**config.mk**
```make
export PLATFORM = sky130hd
export DESIGN_NAME = instr_cache_refill_flat
export DESIGN_NICKNAME = d
export VERILOG_FILES = /design/src/rtl/instr_cache_refill_pkg.sv /design/src/rtl/instr_cache_refill_if.sv /design/src/rtl/instr_cache_refill_line_buffer.sv /design/src/rtl/instr_cache_refill.sv /design/src/flat_wrapper.sv
export SDC_FILE = /design/constraint.sdc
export NUM_CORES = 1
export LEC_CHECK = 0
export CAP_MARGIN = 5
export CORE_UTILIZATION = 55
export CTS_BUF_LIST = sky130_fd_sc_hd__clkbuf_4 sky130_fd_sc_hd__clkbuf_8 sky130_fd_sc_hd__clkbuf_16
export CTS_CLUSTER_DIAMETER = 200
export DETAILED_ROUTE_END_ITERATION = 8
export DONT_BUFFER_PORTS = 1
export PLACE_DENSITY = 0.8
export SLEW_MARGIN = 20
export SYNTH_ARGS = -nofsm -noshare
export SYNTH_HDL_FRONTEND = slang
export SYNTH_SLANG_ARGS = --single-unit
```
**constraint.sdc**
```tcl
create_clock -name clk -period 16.33 [get_ports clk]
set_clock_uncertainty 0.1 [all_clocks]
set_input_delay 2.4495 -clock clk [delete_from_list [all_inputs] [get_ports clk]]
set_output_delay 2.4495 -clock clk [all_outputs]
set_load 0.05 [all_outputs]
```
**src/rtl/instr_cache_refill_pkg.sv**
```systemverilog
// Shared constants, state encoding and address helper for the instruction-cache refill slice.
package instr_cache_pkg;
   localparam int WORD_SIZE      = 32;
   localparam int BLOCK_WIDTH    = 256;
   localparam int ADDR_WIDTH     = 32;
   localparam int WORD_COUNT     = BLOCK_WIDTH / WORD_SIZE;
   localparam int WORD_OFFSET_W  = $clog2(WORD_COUNT);
   localparam int BYTE_OFFSET_W  = $clog2(WORD_SIZE / 8);
   localparam int BLOCK_OFFSET_W = WORD_OFFSET_W + BYTE_OFFSET_W;

   typedef enum logic [1:0] {IDLE, REQ, RECV, WRITE} t_refill_state;

   function automatic logic [ADDR_WIDTH-1:0] block_base(input logic [ADDR_WIDTH-1:0] addr);
      return {addr[ADDR_WIDTH-1:BLOCK_OFFSET_W], {BLOCK_OFFSET_W{1'b0}}};
   endfunction
endpackage

```
**src/rtl/instr_cache_refill_if.sv**
```systemverilog
// Fetch, memory-bus and cache-write signals of the refill engine, named from the engine's side.
interface instr_cache_refill_if;
   import instr_cache_pkg::*;

   logic                   i_miss;
   logic [ADDR_WIDTH-1:0]  i_miss_addr;
   logic                   o_stall;
   // Handshakes: a transfer happens on a rising clk edge where valid and ready are both high;
   // a request holds valid and o_mem_addr stable until accepted, beats may arrive with gaps.
   logic                   o_mem_req_valid;
   logic                   i_mem_req_ready;
   logic [ADDR_WIDTH-1:0]  o_mem_addr;
   logic                   i_mem_rsp_valid;
   logic [WORD_SIZE-1:0]   i_mem_rsp_data;
   logic                   i_mem_rsp_err;
   logic                   o_mem_rsp_ready;
   logic                   o_cache_we;
   logic [ADDR_WIDTH-1:0]  o_cache_addr;
   logic [BLOCK_WIDTH-1:0] o_cache_block;
   logic                   o_bus_err;

   modport master (
      input  i_miss, i_miss_addr, i_mem_req_ready, i_mem_rsp_valid, i_mem_rsp_data, i_mem_rsp_err,
      output o_stall, o_mem_req_valid, o_mem_addr, o_mem_rsp_ready, o_cache_we, o_cache_addr,
             o_cache_block, o_bus_err
   );

   modport slave (
      output i_miss, i_miss_addr, i_mem_req_ready, i_mem_rsp_valid, i_mem_rsp_data, i_mem_rsp_err,
      input  o_stall, o_mem_req_valid, o_mem_addr, o_mem_rsp_ready, o_cache_we, o_cache_addr,
             o_cache_block, o_bus_err
   );
endinterface

```
**src/rtl/instr_cache_refill_line_buffer.sv**
```systemverilog
// Beat counter plus word-indexed line register; beat k lands in word k of the line.
module refill_line_buffer
   import instr_cache_pkg::*;
(
   input  logic                   clk,
   input  logic                   arst,
   input  logic                   clear,
   input  logic                   load,
   input  logic [WORD_SIZE-1:0]   data,
   output logic [BLOCK_WIDTH-1:0] line,
   output logic                   last
);
   logic [WORD_OFFSET_W-1:0] count;

   always_ff @(posedge clk or posedge arst) begin
      if (arst) begin
         count <= '0;
         line  <= '0;
      end else if (clear) begin
         count <= '0;
      end else if (load) begin
         // The counter wraps to 0 naturally on the final beat.
         count <= count + 1'b1;
         for (int k = 0; k < WORD_COUNT; k++) begin
            if (count == WORD_OFFSET_W'(k)) line[k*WORD_SIZE +: WORD_SIZE] <= data;
         end
      end
   end

   assign last = (count == WORD_OFFSET_W'(WORD_COUNT - 1));
endmodule

```
**src/rtl/instr_cache_refill.sv**
```systemverilog
// Cache-miss refill engine: one block-aligned burst read, 8 beats assembled, one-cycle line write.
module instr_cache_refill
   import instr_cache_pkg::*;
(
   input  logic                 clk,
   input  logic                 arst,
   instr_cache_refill_if.master bus,
   output t_refill_state        state_dbg
);
   t_refill_state          state;
   logic [ADDR_WIDTH-1:0]  base_q;
   logic                   err_q;
   logic                   stall_q, req_valid_q, rsp_ready_q, we_q, bus_err_q;
   logic [ADDR_WIDTH-1:0]  cache_addr_q;
   logic [BLOCK_WIDTH-1:0] cache_block_q;

   logic                   buf_clear, buf_load, buf_last;
   logic [BLOCK_WIDTH-1:0] buf_line;

   assign buf_clear = (state == IDLE) && bus.i_miss;
   assign buf_load  = (state == RECV) && rsp_ready_q && bus.i_mem_rsp_valid;

   refill_line_buffer u_line_buffer (
      .clk   (clk),
      .arst  (arst),
      .clear (buf_clear),
      .load  (buf_load),
      .data  (bus.i_mem_rsp_data),
      .line  (buf_line),
      .last  (buf_last)
   );

   always_ff @(posedge clk or posedge arst) begin
      if (arst) begin
         state         <= IDLE;
         base_q        <= '0;
         err_q         <= 1'b0;
         stall_q       <= 1'b0;
         req_valid_q   <= 1'b0;
         rsp_ready_q   <= 1'b0;
         we_q          <= 1'b0;
         bus_err_q     <= 1'b0;
         cache_addr_q  <= '0;
         cache_block_q <= '0;
      end else begin
         we_q      <= 1'b0;
         bus_err_q <= 1'b0;
         case (state)
            IDLE: begin
               if (bus.i_miss) begin
                  base_q      <= block_base(bus.i_miss_addr);
                  err_q       <= 1'b0;
                  stall_q     <= 1'b1;
                  req_valid_q <= 1'b1;
                  state       <= REQ;
               end
            end
            REQ: begin
               if (bus.i_mem_req_ready) begin
                  req_valid_q <= 1'b0;
                  rsp_ready_q <= 1'b1;
                  state       <= RECV;
               end
            end
            RECV: begin
               if (bus.i_mem_rsp_valid) begin
                  if (bus.i_mem_rsp_err) err_q <= 1'b1;
                  if (buf_last) begin
                     rsp_ready_q <= 1'b0;
                     if (err_q || bus.i_mem_rsp_err) begin
                        bus_err_q <= 1'b1;
                        stall_q   <= 1'b0;
                        state     <= IDLE;
                     end else begin
                        // The last beat is the top word; merge it here so the line is complete in WRITE.
                        we_q          <= 1'b1;
                        cache_addr_q  <= base_q;
                        cache_block_q <= {bus.i_mem_rsp_data, buf_line[BLOCK_WIDTH-WORD_SIZE-1:0]};
                        state         <= WRITE;
                     end
                  end
               end
            end
            WRITE: begin
               stall_q <= 1'b0;
               state   <= IDLE;
            end
            default: state <= IDLE;
         endcase
      end
   end

   assign bus.o_stall         = stall_q;
   assign bus.o_mem_req_valid = req_valid_q;
   assign bus.o_mem_addr      = base_q;
   assign bus.o_mem_rsp_ready = rsp_ready_q;
   assign bus.o_cache_we      = we_q;
   assign bus.o_cache_addr    = cache_addr_q;
   assign bus.o_cache_block   = cache_block_q;
   assign bus.o_bus_err       = bus_err_q;
   assign state_dbg           = state;
endmodule

```
**src/flat_wrapper.sv**
```systemverilog
// flat-port wrapper written by rule: the top's interface ports become plain ports
module instr_cache_refill_flat import instr_cache_pkg::*;
  (clk, arst, state_dbg, bus_i_miss, bus_i_miss_addr, bus_i_mem_req_ready, bus_i_mem_rsp_valid, bus_i_mem_rsp_data, bus_i_mem_rsp_err, bus_o_stall, bus_o_mem_req_valid, bus_o_mem_addr, bus_o_mem_rsp_ready, bus_o_cache_we, bus_o_cache_addr, bus_o_cache_block, bus_o_bus_err);
  instr_cache_refill_if bus_i ();
  input  logic clk;
  input  logic arst;
  output t_refill_state state_dbg;
  input wire logic [$bits(bus_i.i_miss)-1:0] bus_i_miss;
  input wire logic [$bits(bus_i.i_miss_addr)-1:0] bus_i_miss_addr;
  input wire logic [$bits(bus_i.i_mem_req_ready)-1:0] bus_i_mem_req_ready;
  input wire logic [$bits(bus_i.i_mem_rsp_valid)-1:0] bus_i_mem_rsp_valid;
  input wire logic [$bits(bus_i.i_mem_rsp_data)-1:0] bus_i_mem_rsp_data;
  input wire logic [$bits(bus_i.i_mem_rsp_err)-1:0] bus_i_mem_rsp_err;
  output wire logic [$bits(bus_i.o_stall)-1:0] bus_o_stall;
  output wire logic [$bits(bus_i.o_mem_req_valid)-1:0] bus_o_mem_req_valid;
  output wire logic [$bits(bus_i.o_mem_addr)-1:0] bus_o_mem_addr;
  output wire logic [$bits(bus_i.o_mem_rsp_ready)-1:0] bus_o_mem_rsp_ready;
  output wire logic [$bits(bus_i.o_cache_we)-1:0] bus_o_cache_we;
  output wire logic [$bits(bus_i.o_cache_addr)-1:0] bus_o_cache_addr;
  output wire logic [$bits(bus_i.o_cache_block)-1:0] bus_o_cache_block;
  output wire logic [$bits(bus_i.o_bus_err)-1:0] bus_o_bus_err;
  assign bus_i.i_miss = bus_i_miss;
  assign bus_i.i_miss_addr = bus_i_miss_addr;
  assign bus_i.i_mem_req_ready = bus_i_mem_req_ready;
  assign bus_i.i_mem_rsp_valid = bus_i_mem_rsp_valid;
  assign bus_i.i_mem_rsp_data = bus_i_mem_rsp_data;
  assign bus_i.i_mem_rsp_err = bus_i_mem_rsp_err;
  assign bus_o_stall = bus_i.o_stall;
  assign bus_o_mem_req_valid = bus_i.o_mem_req_valid;
  assign bus_o_mem_addr = bus_i.o_mem_addr;
  assign bus_o_mem_rsp_ready = bus_i.o_mem_rsp_ready;
  assign bus_o_cache_we = bus_i.o_cache_we;
  assign bus_o_cache_addr = bus_i.o_cache_addr;
  assign bus_o_cache_block = bus_i.o_cache_block;
  assign bus_o_bus_err = bus_i.o_bus_err;
  instr_cache_refill u_core (.clk(clk), .arst(arst), .bus(bus_i), .state_dbg(state_dbg));
endmodule
```
==> impl_metrics.tcl <==
set metrics [dict create \
    row_count 70 \
    drcViolationCount 0 \
    maxSlewViolCount 0 \
    ys_ff_latch 545 \
    clock_path_buffers 3 \
    antenna_found_initial 0 \
    grt_util_met1_pct 27.9 \
    drv_cap 0 \
    rsz0062_at_grt "no" \
    syn_area_um2 20600 \
    seq_area_frac_synth_pct 66.2 \
    setup_viol 0 \
    cts_tree "built" \
    avgSynthCellArea_um2 17.0 \
    initial_utilization_pct 56.1 \
    grt_busiest_layer "met2" \
    area.growth.synth_to_final_pct 11.1 \
    critical_path_arrival_ps 5230 \
    crit_required_ps 16850 \
    worstSetupPathType "in2async" \
    grt_pass1_wl_um 65600 \
    routed_wl_um 42100 \
    layout.cells.non_filler 1730 \
    power.density_nw_per_um2 140 \
    drt_iter0_markers 497 \
    die-height_um 195 \
    cts_hold_buf 0 \
    finalSetupTns_ps 0 \
    vias 10017 \
    p_leak_nw 11.6 \
    min_path_type "reg2reg" \
    period_needed_ps 4710 \
    clkSinkCount 545 \
    dp.cells 1630 \
    cts_resized 0 \
    syn_inst 1208 \
    post_cts.repair.setup_buffers 0 \
    startpoint_type "input pin" \
    grt_max_degree 206 \
    grt_util_met3_pct 9.07 \
    status "finished clean" \
    yosysWarnings 0 \
    clock_latency_ps 590 \
    grt_overflow 0 \
    h-tree-depth 2 \
    io_buffer_count 0 \
    wl_per_cell_um 24.4 \
    core_area_um2 36700 \
    finalNetCount 1296 \
    ant_nets 0 \
    die_w_um 195 \
    cts_buffers 54 \
    fmax_mhz 212 \
    dp_hpwl_um 26100 \
    die_area_um2 38200 \
    num_antenna_cells 0 \
    drt_pass1_iterations 4 \
    detail_route.vias_per_cell 5.79 \
    io_pins 397 \
    grt_usage_pct 22.4 \
    first_global_vias 10934 \
    slew_headroom_pct 26.8 \
    ir_drop_mv 0.113 \
    fin_crit_sh_pct 28.8 \
    hold_viol 0 \
    place.gp.congestion 0.732 \
    drive_above_1_share_pct 51.7 \
    crit_fanout 71 \
    most-common-layout-cells "545 x dfrtp_1, 525 x mux2_2, 57 x clkbuf_16" \
    worstSetupEndpointType "async pin" \
    root_buffer "clkbuf_16" \
    met2_usage_pct 36.0 \
    worstMarginPinSlew_ps 1090 \
    synth_cell_types 31 \
    clk_pin_slew_ps 60 \
    final_common_cell "dfrtp_1" \
]
final cells by class:
type                       instances  area (µm²)
fill                            2552       13800
sequential                       545       13600
multi-input combinational        594        6500
clock buffer                      82        1700
tap                              468         586
clock inverter                    17         221
timing repair buffer              16         189
inverter                           8        33.8
power by group:
group          total, W  internal [W]  switching (W)
Clock           0.00130      0.000796       0.000501
Sequential      0.00169       0.00147       0.000228
Combinational  0.000206      0.000115      0.0000907
synth_stat cells:
library cell / count / area [µm²]
a21oi_1: 3 / 15.0
nand3_1: 1 / 5.00
mux2_1: 10 / 113
nand3b_4: 1 / 20.0
nor3_2: 4 / 40.0
and4_1: 1 / 8.76
dfrtp_1: 545 / 13600
and3_1: 2 / 12.5
buf_2: 12 / 60.1
clkbuf_2: 2 / 10.0
o22ai_1: 1 / 6.26
nor3b_1: 1 / 7.51
inv_1: 8 / 30.0
o21ai_0: 2 / 10.0
o211ai_1: 1 / 7.51
conb_1: 1 / 3.75
nand4b_1: 1 / 8.76
nand2_1: 4 / 15.0
nand2b_1: 1 / 6.26
and4b_4: 1 / 13.8
nor4b_4: 1 / 23.8
ha_1: 7 / 87.6
nor2b_1: 3 / 18.8
buf_6: 3 / 33.8
nand2b_4: 1 / 13.8
a31oi_1: 1 / 6.26
buf_4: 53 / 398
nor2_1: 8 / 30.0
mux2_2: 525 / 5910
a211o_1: 1 / 8.76
a22o_1: 3 / 26.3
metrics by stage:
| stage | utilization [%] | total power (W) | cell area (µm²) | worst slack, ps | hold WS (ps) |
|---|---|---|---|---|---|
| after floorplan | - | 0.00187 | 20600 | 6370 | 352 |
| after global placement | 56.9 | 0.00191 | 20900 | 10950 | 362 |
| after detailed placement | 57.0 | 0.00193 | 20900 | 10870 | 368 |
| after CTS | 62.2 | 0.00323 | 22800 | 11500 | 386 |
| after global routing | 62.3 | 0.00332 | 22900 | 11130 | 413 |
| final | 62.3 | 0.00320 | 22900 | 11620 | 379 |
final timing paths:
check | slack, ps | from | to | cells past startpoint
worst max-delay path | 11620 | arst | u_core.u_line_buffer.line[195] | 4
worst min-delay path | 380 | u_core.u_line_buffer.line[213] | u_core.u_line_buffer.line[213] | 1
worst max register to register | 12580 | u_core.state_dbg[1] | u_core.bus.o_cache_block[206] | 5
worst min register to register | 380 | u_core.u_line_buffer.line[213] | u_core.u_line_buffer.line[213] | 1
max in group clk | 11820 | bus_i_mem_rsp_valid | u_core.bus.o_cache_block[206] | 5
min in group asynchronous | 1690 | arst | u_core.bus.o_cache_block[219] | 1
flip-flops by register name, indices dropped and copies added (netlist names):
signal                      flops
u_core.state_dbg                2
u_core.bus.o_mem_req_valid      1
u_core.bus.o_bus_err            1
u_core.u_line_buffer.count      3
u_core.bus.o_stall              1
u_core.bus.o_mem_rsp_ready      1
u_core.bus.o_mem_addr          27
u_core.bus.o_cache_block      256
u_core.u_line_buffer.line     224
u_core.bus.o_cache_we           1
u_core.err_q                    1
u_core.bus.o_cache_addr        27
per-layer routing:
metal  routed length, µm  vias to the layer above
met5                   0                        -
met4                 982                        0
met3                3870                       68
met2               20400                      317
met1               16900                     5368
li1                    -                     4264
critical path, stage by stage:
cell        delay (ps)
clkinvlp_4         340
buf_4              780
buf_4              820
buf_4              750
cell families (layout without fill, tap and decap cells):
family / count (synthesis) / after routing / synth area share [%]
buffers and inverters: 78 / 123 / 2.58
AND/OR/NAND/NOR: 30 / 30 / 1.09
flip-flops: 545 / 545 / 66.2
AO/OA/AOI/OAI: 12 / 12 / 0.389
other: 1 / 10 / 0.0182
adder cells (fa/ha/maj): 7 / 7 / 0.425
multiplexers: 535 / 535 / 29.3
No activity file was read; power rests on OpenSTA's default activity.
